File: config.mk
export PLATFORM = sky130hd
export DESIGN_NAME = conv_window_gen_3x3
export DESIGN_NICKNAME = d
export VERILOG_FILES = /design/src/rtl/conv_window_gen_3x3.sv
export SDC_FILE = /design/constraint.sdc
export NUM_CORES = 1
export LEC_CHECK = 0
export ABC_CLOCK_PERIOD_IN_PS = 4900
export BUFFER_PORTS_ARGS = -buffer_cell sky130_fd_sc_hd__buf_2
export CAP_MARGIN = 0
export CORE_MARGIN = 5
export CORE_UTILIZATION = 40
export DETAILED_ROUTE_END_ITERATION = 10
export HOLD_SLACK_MARGIN = 0.06
export PLACE_DENSITY = 0.6
export SYNTH_ARGS = -nofsm -noshare
export SYNTH_HDL_FRONTEND = slang
export SYNTH_SLANG_ARGS = --single-unit
File: constraint.sdc
create_clock -name clk -period 4.9 [get_ports clk]
set_input_delay 0.49 -clock clk [delete_from_list [all_inputs] [get_ports clk]]
set_output_delay 0.49 -clock clk [all_outputs]
set_load 0.01 [all_outputs]
File: src/rtl/conv_window_gen_3x3.sv
// Streaming 3x3 sliding-window generator over a raster pixel stream (two line buffers + window).
// Latency: window registered 1 cycle after the accept of its bottom-right pixel.
// Backpressure: pix_ready high only while streaming; no output backpressure (core always accepts).
module conv_window_gen_3x3 #(
    parameter int IMG_W  = 28,
    parameter int IMG_H  = 28,
    parameter int DATA_W = 8
) (
    input  logic                     clk,
    input  logic                     rst,
    input  logic                     start,
    input  logic                     pix_valid,
    output logic                     pix_ready,
    input  logic signed [DATA_W-1:0] pix_in,
    output logic signed [DATA_W-1:0] win0,
    output logic signed [DATA_W-1:0] win1,
    output logic signed [DATA_W-1:0] win2,
    output logic signed [DATA_W-1:0] win3,
    output logic signed [DATA_W-1:0] win4,
    output logic signed [DATA_W-1:0] win5,
    output logic signed [DATA_W-1:0] win6,
    output logic signed [DATA_W-1:0] win7,
    output logic signed [DATA_W-1:0] win8,
    output logic                     win_valid,
    output logic                     frame_done,
    output logic                     busy
);

    localparam int CW = $clog2(IMG_W);
    localparam int RW = $clog2(IMG_H);

    typedef enum logic [1:0] {IDLE, STREAM, DONE} state_t;

    state_t                   state;
    logic [CW-1:0]            col;
    logic [RW-1:0]            row;

    // Line buffers: lb0 holds the previous row, lb1 the row before that.
    logic signed [DATA_W-1:0] lb0 [IMG_W];
    logic signed [DATA_W-1:0] lb1 [IMG_W];

    // The two most recently completed window columns (ca older, cb newer), top/mid/bottom.
    logic signed [DATA_W-1:0] ca_t, ca_m, ca_b;
    logic signed [DATA_W-1:0] cb_t, cb_m, cb_b;

    logic                     accept;
    logic                     last_pix;
    logic                     qualify;
    logic signed [DATA_W-1:0] lb0_rd;
    logic signed [DATA_W-1:0] lb1_rd;

    assign accept   = pix_valid && pix_ready;
    assign last_pix = (row == RW'(IMG_H - 1)) && (col == CW'(IMG_W - 1));
    assign qualify  = (row >= RW'(2)) && (col >= CW'(2));
    // Asynchronous read before the clocked write gives read-old-data on same-address access.
    assign lb0_rd   = lb0[col];
    assign lb1_rd   = lb1[col];

    // Line-buffer update on every accepted pixel; contents deliberately not reset.
    always_ff @(posedge clk) begin
        if (accept) begin
            lb1[col] <= lb0_rd;
            lb0[col] <= pix_in;
        end
    end

    // Control FSM, raster counters, column history and registered window outputs.
    always_ff @(posedge clk) begin
        if (rst) begin
            state      <= IDLE;
            col        <= '0;
            row        <= '0;
            pix_ready  <= 1'b0;
            busy       <= 1'b0;
            win_valid  <= 1'b0;
            frame_done <= 1'b0;
            ca_t <= '0; ca_m <= '0; ca_b <= '0;
            cb_t <= '0; cb_m <= '0; cb_b <= '0;
            win0 <= '0; win1 <= '0; win2 <= '0;
            win3 <= '0; win4 <= '0; win5 <= '0;
            win6 <= '0; win7 <= '0; win8 <= '0;
        end else begin
            win_valid  <= 1'b0;
            frame_done <= 1'b0;
            case (state)
                IDLE: begin
                    if (start) begin
                        state     <= STREAM;
                        pix_ready <= 1'b1;
                        busy      <= 1'b1;
                        col       <= '0;
                        row       <= '0;
                    end
                end
                STREAM: begin
                    if (accept) begin
                        if (col == CW'(IMG_W - 1)) begin
                            col <= '0;
                            row <= last_pix ? '0 : row + RW'(1);
                        end else begin
                            col <= col + CW'(1);
                        end
                        ca_t <= cb_t;   ca_m <= cb_m;   ca_b <= cb_b;
                        cb_t <= lb1_rd; cb_m <= lb0_rd; cb_b <= pix_in;
                        // Outputs only move on qualifying beats so they hold between pulses.
                        if (qualify) begin
                            win0 <= ca_t; win1 <= cb_t; win2 <= lb1_rd;
                            win3 <= ca_m; win4 <= cb_m; win5 <= lb0_rd;
                            win6 <= ca_b; win7 <= cb_b; win8 <= pix_in;
                            win_valid  <= 1'b1;
                            frame_done <= last_pix;
                        end
                        if (last_pix) begin
                            state     <= DONE;
                            pix_ready <= 1'b0;
                        end
                    end
                end
                DONE: begin
                    state <= IDLE;
                    busy  <= 1'b0;
                end
                default: begin
                    state     <= IDLE;
                    pix_ready <= 1'b0;
                    busy      <= 1'b0;
                end
            endcase
        end
    end

endmodule

==> run_results.csv <==
group,metric,value,unit
sta,period_needed,3.43,ns
floorplan,rows,87,
synth,ys_warn_count,0,
route,met1_length,24400,um
place,detailed_place_hpwl,34100,um
sta,final-max-slew-violation-count,0,
clock_network,clk_path_buf_depth,3,
power_and_ir_drop,ir_drop,0.277,mV
place,globalplace.congestion,0.786,
synth,syn-num-nets,1513,
cells_and_area,nNetsFinal,1618,
grt,grt_start_max_net_pins,89,
sta,rsz0062_at_grt,"no",
route,vias_per_cell,5.36,
clock_network,cts-htree-levels,2,
floorplan,dieArea,61800,um^2
run_status,status,"finished clean",
synth,ys_seq_area_frac,0.714,
setup_path,critical_path_class,"reg2reg",
route,ant_nets,0,
floorplan,die_x,249,um
sta,finalSetupViolCount,0,
sta,finalHoldViolCount,0,
setup_path,crit_family,"buffers and inverters",
clock_network,clk_latency,0.62,ns
place,io_buffers,87,
cells_and_area,final_core_util,0.458,
clock_network,cts_sinks,589,
grt,antenna_found_initial,1,
sta,holdWs,0.230,ns
sta,max_freq,0.291,GHz
floorplan,start_util,0.404,
route,wl_met2,26700,um
power_and_ir_drop,leakage,8.23,nW
route,top_layer,"met4",
synth,synth_area,22800,um^2
clock_network,cts_hold_buf,0,
route,dr.pass1.iters,6,
synth,synth_top_cell_by_area,"edfxtp_1",
setup_path,cp_data_required_time,5.20,ns
route,wl,56300,um
setup_path,cp_data_arrival_time,3.73,ns
route,route.met3.wl,3450,um
setup_path,cp-start-kind,"flip-flop",
synth,syn_area_per_cell,15.3,um^2
sta,max_slew_margin,0.185,
route,drt_iter0_markers,1090,
synth,async_flop_share,0,
cells_and_area,area_growth,13.2,%
floorplan,core_area,56400,um^2
floorplan,die_h,249,um
floorplan,io_pins,88,
synth,ys.flop_type,"edfxtp_1",
synth,synth-seq-cells,589,
setup_path,path_cells,"buf_4 -> mux2i_1 -> a22o_1 -> a221oi_1 -> o221ai_1 -> inv_1",
sta,skew,0.0257,ns
cells_and_area,n_fill_cell,5036,
setup_path,slowest_delay,0.84,ns
route,post_drt_wl_per_cell,23.4,um
setup_path,worstPathMaxFanout,41,
sta,period_share,0.701,
setup_path,slowest_stage,"dfxtp_4",
clock_network,cts_setup_buffers,0,
clock_network,cts_resized,0,
cells_and_area,drive_gt1_frac,0.196,
route,vias,12900,
grt,track_usage,0.177,
grt,grt_pass1_vias,12500,
sta,setup_tns,0,ns
clock_network,cts-root-buf,"clkbuf_16",
synth,synthDistinctLibCells,56,
synth,synth.most_common_cell,"edfxtp_1",
setup_path,cp-end-kind,"flip-flop",
synth,synth_edf_count,448,
flow_run,maxCapViolCount,0,
power_and_ir_drop,p_per_area,395,nW/um^2
synth,yosys-top-cells-area,"edfxtp_1 (59%), dfxtp_1 (12%), mux2i_1 (7.6%)",
clock_network,cts_tree,"yes",
synth,synth_top_area_share,0.590,
hold_path,hold_path.class,"in2reg",
sta,worstMarginPinSlew,1.22,ns
grt,grt_pass1_wl,83200,um
synth,synth_commonest_cells,"edfxtp_1 (448), mux2i_1 (172), nand2_1 (172), dfxtp_1 (141), nor2_1 (83)",
grt,grt_overflow,0,
setup_path,cp_num_buf_inv,2,
synth,synth_cells,1494,
clock_network,clk_pin_slew,0.06,ns
route,drc,0,
clock_network,cts_buffers,57,
[power breakdown]
group          internal [mW]  switching [mW]  leakage, nW
Clock                   2.41            1.85        0.902
Sequential              5.43          0.0322         5.17
Combinational          0.151           0.309         2.16
Total                   7.99            2.19         8.23
[routing by layer]
layer  GRT usage  vias up
met5           0        -
met4      0.0569        0
met3      0.0284       87
met2       0.286      384
met1       0.247     6541
li1            -     5873
[cells by family (layout without fill, tap and decap cells)]
| family | count (synthesis) | after routing | synth area share |
|---|---|---|---|
| AND/OR/NAND/NOR | 329 | 329 | 0.0643 |
| AO/OA/AOI/OAI | 252 | 252 | 0.0801 |
| multiplexers | 202 | 202 | 0.105 |
| adder cells (fa/ha/maj) | 7 | 7 | 0.00384 |
| flip-flops | 589 | 589 | 0.714 |
| other | 0 | 1 | 0 |
| buffers and inverters | 108 | 260 | 0.0295 |
| XOR/XNOR | 7 | 7 | 0.00269 |
[area by class of cell]
type	count	area (um^2)	area share
flip-flops and latches	589	16300	0.631
multi-input cells	797	5840	0.226
clock buffers	78	1610	0.0623
well taps	756	946	0.0367
repair buffers	140	836	0.0324
clock inverters	28	230	0.00892
inverters	14	52.6	0.00204
diodes	1	2.50	0.0000970
[through the flow]
step	total power [mW]	cell area, um^2	cells	setup WS (ns)
2_1_floorplan	5.88	22800	1494	2.80
3_3_place_gp	6.02	24000	2296	1.51
3_5_place_dp	6.03	24000	2296	1.47
4_1_cts	10.3	25800	2402	1.44
5_1_grt	10.5	25800	2402	1.21
6_report	10.2	25800	2403	1.47
[layout by cell type, fill, tap and decap left out, types with 9 or more instances in the layout]
master,netlist,final
edfxtp_1,448,448
mux2i_1,172,172
nand2_1,172,172
dfxtp_1,141,139
buf_2,21,86
nor2_1,83,82
a21oi_1,77,77
clkbuf_16,0,58
buf_4,10,54
a22oi_1,48,48
mux4_2,30,30
a211oi_1,30,30
a22o_1,20,20
nand2_2,20,20
a21oi_2,20,20
nand3_1,13,13
inv_1,13,13
o21ai_0,11,11
clkbuf_1,35,11
clkinv_1,0,11
clkinv_2,0,10
a221oi_1,9,9
[tightest hold or removal path: cells and delay by family]
family	cells	cell delay (ns)
AO/OA/AOI/OAI	2	0.22
buffers and inverters	1	0.10
[state kept, by name, indices dropped and copies added (netlist names), named ones only]
name        flops
lb1           224
win_valid       1
ca_b            8
win7            8
win2            8
cb_t            8
win0            8
state           2
busy            1
ca_t            8
lb0           224
pix_ready       1
ca_m            8
cb_m            8
win4            8
cb_b            8
frame_done      1
col             5
win6            8
win8            8
win1            8
row             5
win3            8
win5            8
[final timing paths]
path	from	to	cells past startpoint	slack (ns)
hold reg to reg	ca_t[3]	ca_t[3]	2	0.45
hold / removal	start	state[0]	3	0.23
setup / recovery	flip-flop	lb1[8][6]	6	1.47
setup reg to reg	flip-flop	lb1[8][6]	6	1.47
Note: power is estimated with default switching activity, not from simulation.
